### src/rtl/connection_block_cfg_pkg.sv
// Shared definitions for the connection_block configuration loader:
// loader state encoding and the switch-control width calculation.
package cb_cfg_pkg;

  typedef enum logic [1:0] {
    EMPTY,
    LOADING,
    FULL
  } cfg_state_t;

  localparam int CB_CFG_W_DEFAULT = 212;

  // Width of connection_block's c vector; loader and block instances must agree on it.
  function automatic int cb_cfg_width(
    input int clbout0,
    input int clbos,
    input int clbod,
    input int clbin0,
    input int ws,
    input int wd,
    input int wg,
    input int clbx,
    input int clbout1,
    input int clbin1
  );
    return clbout0 * (clbos + clbod)
         + clbin0  * (ws + wd + wg + clbx * clbout1)
         + clbout1 * (clbos + clbod)
         + clbin1  * (ws + wd + wg + clbx * clbout0);
  endfunction

endpackage

### src/rtl/connection_block_cfg_if.sv
// Serial configuration port of one loader tile: daisy-chain bit stream,
// global commit/clear pulses and the resulting switch-control vector.
interface connection_block_cfg_if #(
  parameter int CFG_W = 212,
  parameter int CNT_W = $clog2(CFG_W + 1)
);

  logic             cfg_valid;
  logic             cfg_in;
  logic             cfg_commit;
  logic             cfg_clear;
  logic             cfg_out;
  logic             cfg_out_valid;
  logic [CFG_W-1:0] c;
  logic             cfg_active;
  logic             cfg_err;
  logic [CNT_W-1:0] cfg_count;

  modport master (
    output cfg_valid, cfg_in, cfg_commit, cfg_clear,
    input  cfg_out, cfg_out_valid, c, cfg_active, cfg_err, cfg_count
  );

  modport slave (
    input  cfg_valid, cfg_in, cfg_commit, cfg_clear,
    output cfg_out, cfg_out_valid, c, cfg_active, cfg_err, cfg_count
  );

endinterface

### src/rtl/connection_block_cfg_shift_counter.sv
// Shadow shift register plus saturating load counter for one loader tile.
// Requires CFG_W >= 2.
module cfg_shift_counter #(
  parameter int CFG_W = 212,
  parameter int CNT_W = $clog2(CFG_W + 1)
) (
  input  logic             clk,
  input  logic             rst_n,
  input  logic             clear,
  input  logic             restart,
  input  logic             shift_en,
  input  logic             bit_in,
  output logic [CFG_W-1:0] sr,
  output logic [CNT_W-1:0] count,
  output logic             full
);

  assign full = (count == CNT_W'(CFG_W));

  // Commit only restarts the count; sr is kept so the committed image stays readable.
  always_ff @(posedge clk) begin
    if (!rst_n || clear) begin
      sr    <= '0;
      count <= '0;
    end else begin
      if (shift_en) begin
        sr <= {bit_in, sr[CFG_W-1:1]};
      end
      if (restart) begin
        count <= '0;
      end else if (shift_en && !full) begin
        count <= count + CNT_W'(1);
      end
    end
  end

endmodule

### src/rtl/connection_block_cfg.sv
// Configuration loader for connection_block: shifts the bitstream into a
// shadow register and transfers it to c only on a global commit.
module connection_block_cfg
  import cb_cfg_pkg::*;
#(
  parameter int CFG_W = CB_CFG_W_DEFAULT,
  parameter int CNT_W = $clog2(CFG_W + 1)
) (
  input  logic                 clk,
  input  logic                 rst_n,
  connection_block_cfg_if.slave bus
);

  logic             flush;
  logic             shift_en;
  logic             last_bit;
  logic [CFG_W-1:0] sr;
  logic [CNT_W-1:0] count;
  logic             full;
  cfg_state_t       state_q;
  cfg_state_t       state_d;

  logic [CFG_W-1:0] c_q;
  logic             active_q;
  logic             err_q;
  logic             out_q;
  logic             out_valid_q;

  // A shift coinciding with a global pulse is dropped chain-wide.
  assign flush    = bus.cfg_clear | bus.cfg_commit;
  assign shift_en = bus.cfg_valid & ~flush;
  assign last_bit = (count == CNT_W'(CFG_W - 1));

  cfg_shift_counter #(
    .CFG_W (CFG_W),
    .CNT_W (CNT_W)
  ) u_shift_counter (
    .clk      (clk),
    .rst_n    (rst_n),
    .clear    (bus.cfg_clear),
    .restart  (bus.cfg_commit),
    .shift_en (shift_en),
    .bit_in   (bus.cfg_in),
    .sr       (sr),
    .count    (count),
    .full     (full)
  );

  always_ff @(posedge clk) begin
    if (!rst_n) begin
      state_q <= EMPTY;
    end else begin
      state_q <= state_d;
    end
  end

  always_comb begin
    state_d = state_q;
    if (flush) begin
      state_d = EMPTY;
    end else if (shift_en) begin
      case (state_q)
        EMPTY, LOADING: state_d = (last_bit || full) ? FULL : LOADING;
        FULL:           state_d = FULL;
        default:        state_d = EMPTY;
      endcase
    end
  end

  // c only moves on reset, clear or commit, so routing never sees partial data.
  always_ff @(posedge clk) begin
    if (!rst_n) begin
      c_q         <= '0;
      active_q    <= 1'b0;
      err_q       <= 1'b0;
      out_q       <= 1'b0;
      out_valid_q <= 1'b0;
    end else begin
      out_valid_q <= shift_en;
      if (shift_en) begin
        out_q <= sr[0];
      end
      if (bus.cfg_clear) begin
        c_q      <= '0;
        active_q <= 1'b0;
        err_q    <= 1'b0;
      end else if (bus.cfg_commit) begin
        if (state_q == FULL) begin
          c_q      <= sr;
          active_q <= 1'b1;
        end else begin
          c_q      <= '0;
          active_q <= 1'b0;
          err_q    <= 1'b1;
        end
      end
    end
  end

  assign bus.c             = c_q;
  assign bus.cfg_active    = active_q;
  assign bus.cfg_err       = err_q;
  assign bus.cfg_out       = out_q;
  assign bus.cfg_out_valid = out_valid_q;
  assign bus.cfg_count     = count;

endmodule

### src/flat_wrapper.sv
// flat-port wrapper written by rule: the top's interface ports become plain ports
module connection_block_cfg_flat import cb_cfg_pkg::*;
#(
  parameter int CFG_W = CB_CFG_W_DEFAULT,
  parameter int CNT_W = $clog2(CFG_W + 1)
)
  (clk, rst_n, bus_cfg_valid, bus_cfg_in, bus_cfg_commit, bus_cfg_clear, bus_cfg_out, bus_cfg_out_valid, bus_c, bus_cfg_active, bus_cfg_err, bus_cfg_count);
  connection_block_cfg_if #(.CFG_W(CFG_W), .CNT_W(CNT_W)) bus_i ();
  input  logic clk;
  input  logic rst_n;
  input wire logic [$bits(bus_i.cfg_valid)-1:0] bus_cfg_valid;
  input wire logic [$bits(bus_i.cfg_in)-1:0] bus_cfg_in;
  input wire logic [$bits(bus_i.cfg_commit)-1:0] bus_cfg_commit;
  input wire logic [$bits(bus_i.cfg_clear)-1:0] bus_cfg_clear;
  output wire logic [$bits(bus_i.cfg_out)-1:0] bus_cfg_out;
  output wire logic [$bits(bus_i.cfg_out_valid)-1:0] bus_cfg_out_valid;
  output wire logic [$bits(bus_i.c)-1:0] bus_c;
  output wire logic [$bits(bus_i.cfg_active)-1:0] bus_cfg_active;
  output wire logic [$bits(bus_i.cfg_err)-1:0] bus_cfg_err;
  output wire logic [$bits(bus_i.cfg_count)-1:0] bus_cfg_count;
  assign bus_i.cfg_valid = bus_cfg_valid;
  assign bus_i.cfg_in = bus_cfg_in;
  assign bus_i.cfg_commit = bus_cfg_commit;
  assign bus_i.cfg_clear = bus_cfg_clear;
  assign bus_cfg_out = bus_i.cfg_out;
  assign bus_cfg_out_valid = bus_i.cfg_out_valid;
  assign bus_c = bus_i.c;
  assign bus_cfg_active = bus_i.cfg_active;
  assign bus_cfg_err = bus_i.cfg_err;
  assign bus_cfg_count = bus_i.cfg_count;
  connection_block_cfg #(.CFG_W(CFG_W), .CNT_W(CNT_W)) u_core (.clk(clk), .rst_n(rst_n), .bus(bus_i));
endmodule
### config.mk
export PLATFORM = sky130hd
export DESIGN_NAME = connection_block_cfg_flat
export DESIGN_NICKNAME = d
export VERILOG_FILES = /design/src/rtl/connection_block_cfg_pkg.sv /design/src/rtl/connection_block_cfg_if.sv /design/src/rtl/connection_block_cfg_shift_counter.sv /design/src/rtl/connection_block_cfg.sv /design/src/flat_wrapper.sv
export SDC_FILE = /design/constraint.sdc
export NUM_CORES = 1
export LEC_CHECK = 0
export ABC_AREA = 1
export ABC_CLOCK_PERIOD_IN_PS = 1830
export BUFFER_PORTS_ARGS = -buffer_cell sky130_fd_sc_hd__buf_2
export CORE_MARGIN = 5
export CORE_UTILIZATION = 55
export CTS_BUF_LIST = sky130_fd_sc_hd__clkbuf_16
export DETAILED_ROUTE_END_ITERATION = 12
export GPL_TIMING_DRIVEN = 0
export PLACE_DENSITY = 0.84
export SYNTH_ARGS = -nofsm -noshare
export SYNTH_HDL_FRONTEND = slang
export SYNTH_SLANG_ARGS = --single-unit
### constraint.sdc
create_clock -name clk -period 1.83 [get_ports clk]
set_clock_uncertainty 0.15 [all_clocks]
set_input_delay 0.0915 -clock clk [delete_from_list [all_inputs] [get_ports clk]]
set_output_delay 0.0915 -clock clk [all_outputs]
set_load 0.01 [all_outputs]
==> impl_metrics.ini, run 1 <==
[global_route]
grt_max_degree = 15
grt_usage = 0.2324
grt-ovfl-total = 0
grt_pass1_wl_um = 61080
grt_pass1_vias = 12670
antenna_found_initial = 1

[critical_path]
cp_data_required_time_ps = 2150
r2r_cells = 8
crit_type = in -> reg
critical_path_arrival_ps = 2030
startpoint_type = input pin
r2r_slack_ps = 160
cp-end-kind = flop
path_max_fanout = 10
worstReg2RegEnd = u_core.u_shift_counter.count[1]$_SDFFE_PP0P_
r2r-start = u_core.u_shift_counter.count[0]$_SDFFE_PP0P_

[timing]
setup-tns-final_ps = 0
slew_violations = 0
setup_viol = 0
slew_headroom = 0.6992
holdWs_ps = 237.1
max_freq_mhz = 586.1
timing.final.crit_share = 0.9324
fin_crit_ps = 1706
tightest_slew_ps = 451.2
rsz0062_at_grt = false
hold_viol = 0

[power]
p_leak_nw = 8.626
total_power_w = 0.01870
irDropWorstVdd_v = 0.0007466
pwr_density_cell_nw_per_um2 = 1022

[synthesis]
ys_seq_area_frac = 0.5725
ys_types = 20
yosysWarningCount = 0
synth_commonest_cells = nand2_1, nor2_1, dfxtp_1, nand3_1, o21ai_0
syn_area_um2 = 15310
synth_top_area_share = 0.5725
synth-edff-count = 0
synth_area_per_cell_um2 = 7.866
synthArstFlopShare = 0
syn_nets = 1955
ys_ff_latch = 438
synthTopCellsByArea = dfxtp_1, nand2_1, nor2_1, nand3_1, o21ai_0
synth_area_leader_cell = dfxtp_1
synth_flop_cell = dfxtp_1
yosysMostFrequentCell = nand2_1
synthCells = 1947

[placed_design]
dpl_cell_area_um2 = 16930
gp_congestion = 0.8141
portBuffers = 229
dp_hpwl_um = 25780

[hold_path]
hold_path_depth = 4
min_path_type = in -> reg
whs_endpoint = u_core.u_shift_counter.sr[211]$_SDFFE_PP0P_
hp-start = bus_cfg_in

[detailed_routing]
drc = 0
wire_per_inst_um = 14.24
via_per_inst = 5.116
via_count = 13500
postRouteAntennaNets = 0
dr.pass1.iters = 7
dr.first_iter.drc_count = 1081
routed_wl_um = 37560

[floorplan]
initial_core_util = 0.5543
core_region_area_um2 = 27630
die_area_um2 = 31280
fp.dieW_um = 176.9
die_h_um = 176.9
rows = 61
ioPinCount = 230

[finish]
nNetsFinal = 2234
design_area_um2 = 18310
drive_above_1_share = 0.1788
syn_to_final_growth_pct = 19.53

[clocking]
insertion_delay_ps = 530
cts_tree = built
numCtsBuffers = 43
cts_htree_levels = 2
path_clk_slew_ps = 60
max-clock-path-buffers = 3
cts_root_buf = clkbuf_16
clock-sinks = 438

[job]
timing.max_cap.violations = 0

[status]
status = completed
## sequential cells by signal, summed over array words and instances (netlist names)
signal                        cells
u_core.u_shift_counter.sr       212
u_core.u_shift_counter.count      8
u_core.bus.cfg_out_valid          1
u_core.bus.c                    212
u_core.bus.cfg_active             1
u_core.bus.cfg_out                1
u_core.state_q                    2
u_core.bus.cfg_err                1
## report_power, final
part | internal, W | total [W] | switching, W | leakage (nW)
clock | 0.00469 | 0.00825 | 0.00356 | 0.684
sequential | 0.00964 | 0.00972 | 0.0000799 | 3.54
combinational | 0.000238 | 0.000735 | 0.000497 | 4.40
## placed cells by master, fill, tap and decap left out, drive strengths merged
master	instances
o21ai	217
dlygate4sd3	5
dfxtp	438
clkinvlp	1
nand2	460
ha	2
inv	28
clkbuf	76
nand3	219
o21a	1
nor2	443
a21oi	9
xor2	2
clkinv	16
nand4	1
buf	338
bufinv	3
diode	1
## worst max-delay path by stage
stage	from	end	slack (ps)	depth (start not counted)
3_3_place_gp	u_core.state_q[0]$_SDFFE_PP0P_	u_core.bus.c[153]$_SDFFE_PP0P_	110	7
3_5_place_dp	u_core.state_q[0]$_SDFFE_PP0P_	u_core.bus.c[152]$_SDFFE_PP0P_	30	7
5_1_grt	u_core.u_shift_counter.count[0]$_SDFFE_PP0P_	u_core.u_shift_counter.count[1]$_SDFFE_PP0P_	20	8
6_report	bus_cfg_commit	u_core.bus.c[197]$_SDFFE_PP0P_	120	9
4_1_cts	u_core.state_q[0]$_SDFFE_PP0P_	u_core.bus.c[67]$_SDFFE_PP0P_	40	7
2_1_floorplan	u_core.u_shift_counter.count[0]$_SDFFE_PP0P_	u_core.u_shift_counter.count[1]$_SDFFE_PP0P_	330	8
## final cells by class
cell class	instances	area [um2]
Fill cell	2295	9323
Sequential cell	438	8768
Multi-Input combinational cell	1354	5699
Timing Repair Buffer	234	1196
Clock buffer	43	1076
Buffer	142	808.3
Tap cell	378	473.0
Clock inverter	35	234.0
Inverter	13	48.80
Antenna cell	1	2.502
## critical path, cell delays in order
cell,delay (ps)
dlygate4sd3_1,530
buf_2,160
nor2_2,170
nand2_2,170
inv_2,240
buf_4,280
buf_4,200
nand2_1,80
nand2_1,100
## metal layers
| metal | global-route usage | up-vias | wire length, um |
|---|---|---|---|
| li1 | - | 6782 | - |
| met1 | 0.3086 | 6226 | 16510 |
| met2 | 0.3909 | 420 | 17760 |
| met3 | 0.03888 | 67 | 2421 |
| met4 | 0.07189 | 0 | 862 |
| met5 | 0 | - | 0 |
## through the flow
| step | utilization | worst slack (ps) | instances |
|---|---|---|---|
| floorplan | - | 328.7 | 1947 |
| global placement | 0.6129 | 113.6 | 2554 |
| detailed placement | 0.6129 | 26.40 | 2554 |
| CTS | 0.6622 | 41.83 | 2637 |
| global route | 0.6626 | 15.48 | 2638 |
| finish | 0.6626 | 123.7 | 2638 |
## repair_timing
item	in CTS	in global routing
resized for setup	1	2
hold endpoints to repair	19	0
setup endpoints to repair	1	91
setup buffers	0	0
hold buffers	5	0
pin swaps	0	0
## logic make-up after synthesis
| group | Yosys count | synth area share |
|---|---|---|
| fa+ha+maj | 2 | 0.001634 |
| buf+inv | 155 | 0.05564 |
| compound gates | 227 | 0.07459 |
| flops | 438 | 0.5725 |
| xor+xnor | 2 | 0.001144 |
| simple gates | 1123 | 0.2944 |
(Power assumes the default switching activity.)
==> inputs of run 2 (changes only) <==
--- a/config.mk
+++ b/config.mk
@@ -7,13 +7,13 @@
 export LEC_CHECK = 0
 export ABC_AREA = 1
 export ABC_CLOCK_PERIOD_IN_PS = 1830
-export BUFFER_PORTS_ARGS = -buffer_cell sky130_fd_sc_hd__buf_2
 export CORE_MARGIN = 5
 export CORE_UTILIZATION = 55
 export CTS_BUF_LIST = sky130_fd_sc_hd__clkbuf_16
 export DETAILED_ROUTE_END_ITERATION = 12
+export DONT_BUFFER_PORTS = 1
 export GPL_TIMING_DRIVEN = 0
-export PLACE_DENSITY = 0.84
+export PLACE_DENSITY = 0.77
 export SYNTH_ARGS = -nofsm -noshare
 export SYNTH_HDL_FRONTEND = slang
 export SYNTH_SLANG_ARGS = --single-unit
==> impl_metrics.ini, run 2 (synthesized netlist as in run 1, its figures left out) <==
[power]
swShare = 0.2246
switching_power_w = 0.004167
clock_power_share = 0.437
pwr_density_cell_nw_per_um2 = 1079
irDropWorstVdd_v = 0.0009073
p_comb_frac = 0.039
internal_power_w = 0.01439
p_leak_nw = 7.353
power_frac_seq = 0.524

[critical_path]
r2r_cells = 7
crit_start = u_core.state_q[0]$_SDFFE_PP0P_
cpMaxStageDelayCell = buf_2
crit_family = buffers and inverters
worstPathCellList = inv_1 > nand2_1 > nor2_2 > buf_2 > buf_2 > nand3_1 > nand2_1
path_max_fanout = 10
cp-end-kind = flop
startpoint_type = flop
cp_data_required_time_ps = 2160
crit_type = reg -> reg
max_stage_delay_ps = 380
critical_path_arrival_ps = 2110
cp.depth = 7
r2r-start = u_core.state_q[0]$_SDFFE_PP0P_
crit_buf_inv = 3

[detailed_routing]
drc = 0
via_count = 12350
wire_per_inst_um = 14.73
postRouteAntennaNets = 0
dr.first_iter.drc_count = 850
routed_wl_um = 35510
dr.pass1.iters = 5
via_per_inst = 5.122

[global_route]
grt_pass1_wl_um = 57870
antenna_found_initial = 1
grt_max_degree = 15
grt_pass1_vias = 11660
grt_usage = 0.2205
grt-ovfl-total = 0

[floorplan]
initial_core_util = 0.5543
die_area_um2 = 31280
fp.dieW_um = 176.9
ioPinCount = 230
core_region_area_um2 = 27630
die_h_um = 176.9
rows = 61

[hold_path]
min_path_type = in -> reg
hp-start = bus_cfg_commit
hold_path_depth = 3

[placed_design]
gp_congestion = 0.8200
portBuffers = 0
dp_hpwl_um = 24600
dpl_cell_area_um2 = 15790

[timing]
slew_violations = 0
setup_viol = 0
slew_headroom = 0.7104
max_freq_mhz = 560.5
timing.final.crit_share = 0.9749
tightest_slew_ps = 434.4
setup-tns-final_ps = 0
fin_crit_ps = 1784
rsz0062_at_grt = true
hold_viol = 0

[status]
status = completed

[job]
timing.max_cap.violations = 0

[finish]
syn_to_final_growth_pct = 12.25
most-common-layout-cells = nand2_1, nor2_1, dfxtp_1, nand3_1, o21ai_0
design_area_um2 = 17190
drive_above_1_share = 0.08863
nNetsFinal = 2009
mostFrequentLayoutCell = nand2_1

[clocking]
insertion_delay_ps = 540
cts_root_buf = clkbuf_16
cts_tree = built
clock-sinks = 438
max-clock-path-buffers = 3
cts_htree_levels = 2
path_clk_slew_ps = 60
numCtsBuffers = 43
-- run 2: power by group through the flow --
stage | sequential [W] | clock [W] | combinational, W
after global placement | 0.00993 | 0 | 0.000680
final | 0.00972 | 0.00811 | 0.000725
after detailed placement | 0.00993 | 0 | 0.000700
after CTS | 0.00972 | 0.00826 | 0.000725
after floorplan | 0.00991 | 0 | 0.000545
after global routing | 0.00973 | 0.00867 | 0.000832
-- run 2: what timing repair did --
| action | 4_1_cts | 5_1_grt |
|---|---|---|
| hold buffers | 11 | 0 |
| endpoints found under the setup margin | 0 | 105 |
| resized for setup | 0 | 3 |
| buffers inserted | 0 | 0 |
| endpoints found under the hold margin | 61 | 0 |
-- run 2: path summary, 6_finish.rpt --
check | endpoint | slack [ps]
worst max-delay path | u_core.bus.c[152]$_SDFFE_PP0P_ | 50
worst min-delay path | u_core.bus.cfg_active$_SDFFE_PP0P_ | 180
worst max register to register | u_core.bus.c[152]$_SDFFE_PP0P_ | 50
worst min register to register | u_core.bus.c[65]$_SDFFE_PP0P_ | 330
-- run 2: worst min-delay path, stage by stage --
cell and delay, ps:
o21ai_0 60, dlygate4sd3_1 570, nor2_1 90
-- run 2: per-layer routing --
metal,track usage,part of all wire,vias to the layer above
met2,0.3703,0.46,308
met4,0.04513,0.015,0
met1,0.2812,0.44,5647
met3,0.07114,0.085,43
met5,0,0,-
li1,-,-,6347
-- run 2: layout make-up --
cell class | instances | area [um2]
well taps | 378 | 473.0
clock inverters | 31 | 188.9
plain buffers | 140 | 798.3
flip-flops and latches | 438 | 8770
inverters | 13 | 48.80
clock buffers | 44 | 1101
diodes | 1 | 2.502
repair buffers | 11 | 110.1
fillers | 2351 | 10440
multi-input cells | 1354 | 5699
-- run 2: per-stage QoR --
| stage | power [W] | hold WS, ps | util | setup slack, ps | cells |
|---|---|---|---|---|---|
| floorplan | 0.01045 | 65.65 | - | 328.7 | 1947 |
| global placement | 0.01061 | 81.77 | 0.5714 | 80.88 | 2325 |
| detailed placement | 0.01063 | 82.81 | 0.5714 | 49.43 | 2325 |
| CTS | 0.01870 | 134.4 | 0.6221 | 10.89 | 2411 |
| global route | 0.01923 | 193.3 | 0.6222 | -61.67 | 2410 |
| finish | 0.01856 | 179.3 | 0.6222 | 45.87 | 2410 |
==> inputs of run 3 (changes only) <==
==> constraint.sdc (replaced) <==
create_clock -name clk -period 1.83 [get_ports clk]
set_clock_uncertainty 0.15 [all_clocks]
set_input_delay 0 -clock clk [delete_from_list [all_inputs] [get_ports clk]]
set_output_delay 0 -clock clk [all_outputs]
set_load 0.01 [all_outputs]
==> impl_metrics.ini, run 3 (synthesized netlist as in run 1, its figures left out) <==
[hold_path]
min_path_type = in -> reg

[global_route]
antenna_found_initial = 1
grt_max_degree = 15
grt_pass1_vias = 11680
grt_usage = 0.2210
grt_pass1_wl_um = 57960
grt-ovfl-total = 0

[critical_path]
startpoint_type = flop
crit_end = u_core.bus.c[153]$_SDFFE_PP0P_
r2r_cells = 7
max_stage_delay_ps = 380
path_max_fanout = 10
cp-end-kind = flop
cp_data_required_time_ps = 2160
critical_path_arrival_ps = 2090
worstPathCellList = inv_1 > nand2_1 > nor2_2 > buf_2 > buf_2 > nand3_1 > nand2_1
cpMaxStageDelayCell = buf_2
crit_type = reg -> reg
worstReg2RegEnd = u_core.bus.c[153]$_SDFFE_PP0P_
crit_start = u_core.state_q[0]$_SDFFE_PP0P_
r2r_slack_ps = 60
r2r-start = u_core.state_q[0]$_SDFFE_PP0P_

[timing]
timing.final.crit_share = 0.9656
fin_crit_ps = 1767
tightest_slew_ps = 446.8
hold_viol = 0
holdWs_ps = 13.54
finalWorstSetupSlack_ps = 62.89
rsz0062_at_grt = true
slew_headroom = 0.7021
max_freq_mhz = 565.9
setup_viol = 0
slew_violations = 0
setup-tns-final_ps = 0

[detailed_routing]
postRouteAntennaNets = 0
drc = 0
via_per_inst = 5.143
dr.pass1.iters = 5
dr.first_iter.drc_count = 774
routed_wl_um = 35620
via_count = 12410
wire_per_inst_um = 14.76

[floorplan]
core_region_area_um2 = 27630
fp.dieW_um = 176.9
die_h_um = 176.9
die_area_um2 = 31280
rows = 61
initial_core_util = 0.5543
ioPinCount = 230

[clocking]
clock-sinks = 438
path_clk_slew_ps = 60
max-clock-path-buffers = 3
insertion_delay_ps = 540
cts_tree = built
cts_htree_levels = 2
numCtsBuffers = 43
cts_root_buf = clkbuf_16

[job]
timing.max_cap.violations = 0

[placed_design]
gp_congestion = 0.8200
portBuffers = 0
dp_hpwl_um = 24600
post-place-ws_ps = 49.43

[finish]
nNetsFinal = 2012
syn_to_final_growth_pct = 12.35
nFillCells = 2343
most-common-layout-cells = nand2_1, nor2_1, dfxtp_1, nand3_1, o21ai_0
mostFrequentLayoutCell = nand2_1
drive_above_1_share = 0.08997
final_core_util = 0.6228

[status]
status = completed

[power]
p_leak_nw = 7.366
pwr_density_cell_nw_per_um2 = 1079
irDropWorstVdd_v = 0.0009071
==> run 3: layout make-up <==
class / instances / area [um2] / share of cell area
well taps: 378 / 473.0 / 0.02749
clock buffers: 44 / 1101 / 0.06399
diodes: 1 / 2.502 / 0.0001454
clock inverters: 31 / 188.9 / 0.01098
plain buffers: 142 / 808.3 / 0.04697
multi-input cells: 1354 / 5694 / 0.3309
repair buffers: 12 / 120.1 / 0.006981
flip-flops and latches: 438 / 8770 / 0.5097
inverters: 13 / 48.80 / 0.002836
==> run 3: repair_timing <==
item	4_1_cts	5_1_grt
buffers inserted	0	0
endpoints found under the setup margin	0	117
hold buffers	12	0
resized for setup	0	6
hold endpoints to repair	275	0
==> run 3: critical path, delay by kind of cell (launching register included) <==
kind / cells / cell delay [ps]
simple gates: 4 / 500
buf+inv: 3 / 740
flops: 1 / 310
==> run 3: per-stage QoR <==
step                total power (W)  cells  area [um2]
floorplan                   0.01045   1947       15310
global placement            0.01061   2325       15790
detailed placement          0.01063   2325       15790
CTS                         0.01870   2412       17200
global route                0.01923   2413       17210
finish                      0.01857   2413       17210
==> run 3: worst min path at each step <==
stage               slack (ps)                                     endpoint           from  cells past startpoint
CTS                          6  u_core.u_shift_counter.sr[180]$_SDFFE_PP0P_  bus_cfg_clear                      6
floorplan                  -30          u_core.bus.cfg_out_valid$_SDFF_PN0_          rst_n                      2
global route                50  u_core.u_shift_counter.sr[180]$_SDFFE_PP0P_  bus_cfg_clear                      6
global placement           -10              u_core.bus.cfg_out$_SDFFE_PN0P_          rst_n                      2
finish                      10  u_core.u_shift_counter.sr[180]$_SDFFE_PP0P_  bus_cfg_clear                      6
detailed placement          -9          u_core.bus.cfg_out_valid$_SDFF_PN0_          rst_n                      2
==> run 3: metal layers <==
| layer | global-route usage | vias to the layer above | wire (um) |
|---|---|---|---|
| li1 | - | 6350 | - |
| met4 | 0.04642 | 0 | 550 |
| met1 | 0.2816 | 5694 | 15720 |
| met3 | 0.07135 | 47 | 2934 |
| met2 | 0.3706 | 318 | 16420 |
| met5 | 0 | - | 0 |
==> run 3: power by group <==
group,internal [W],switching (W),leakage (nW)
registers,0.00964,0.0000820,3.54
logic,0.000241,0.000487,3.16
clock network,0.00451,0.00361,0.664
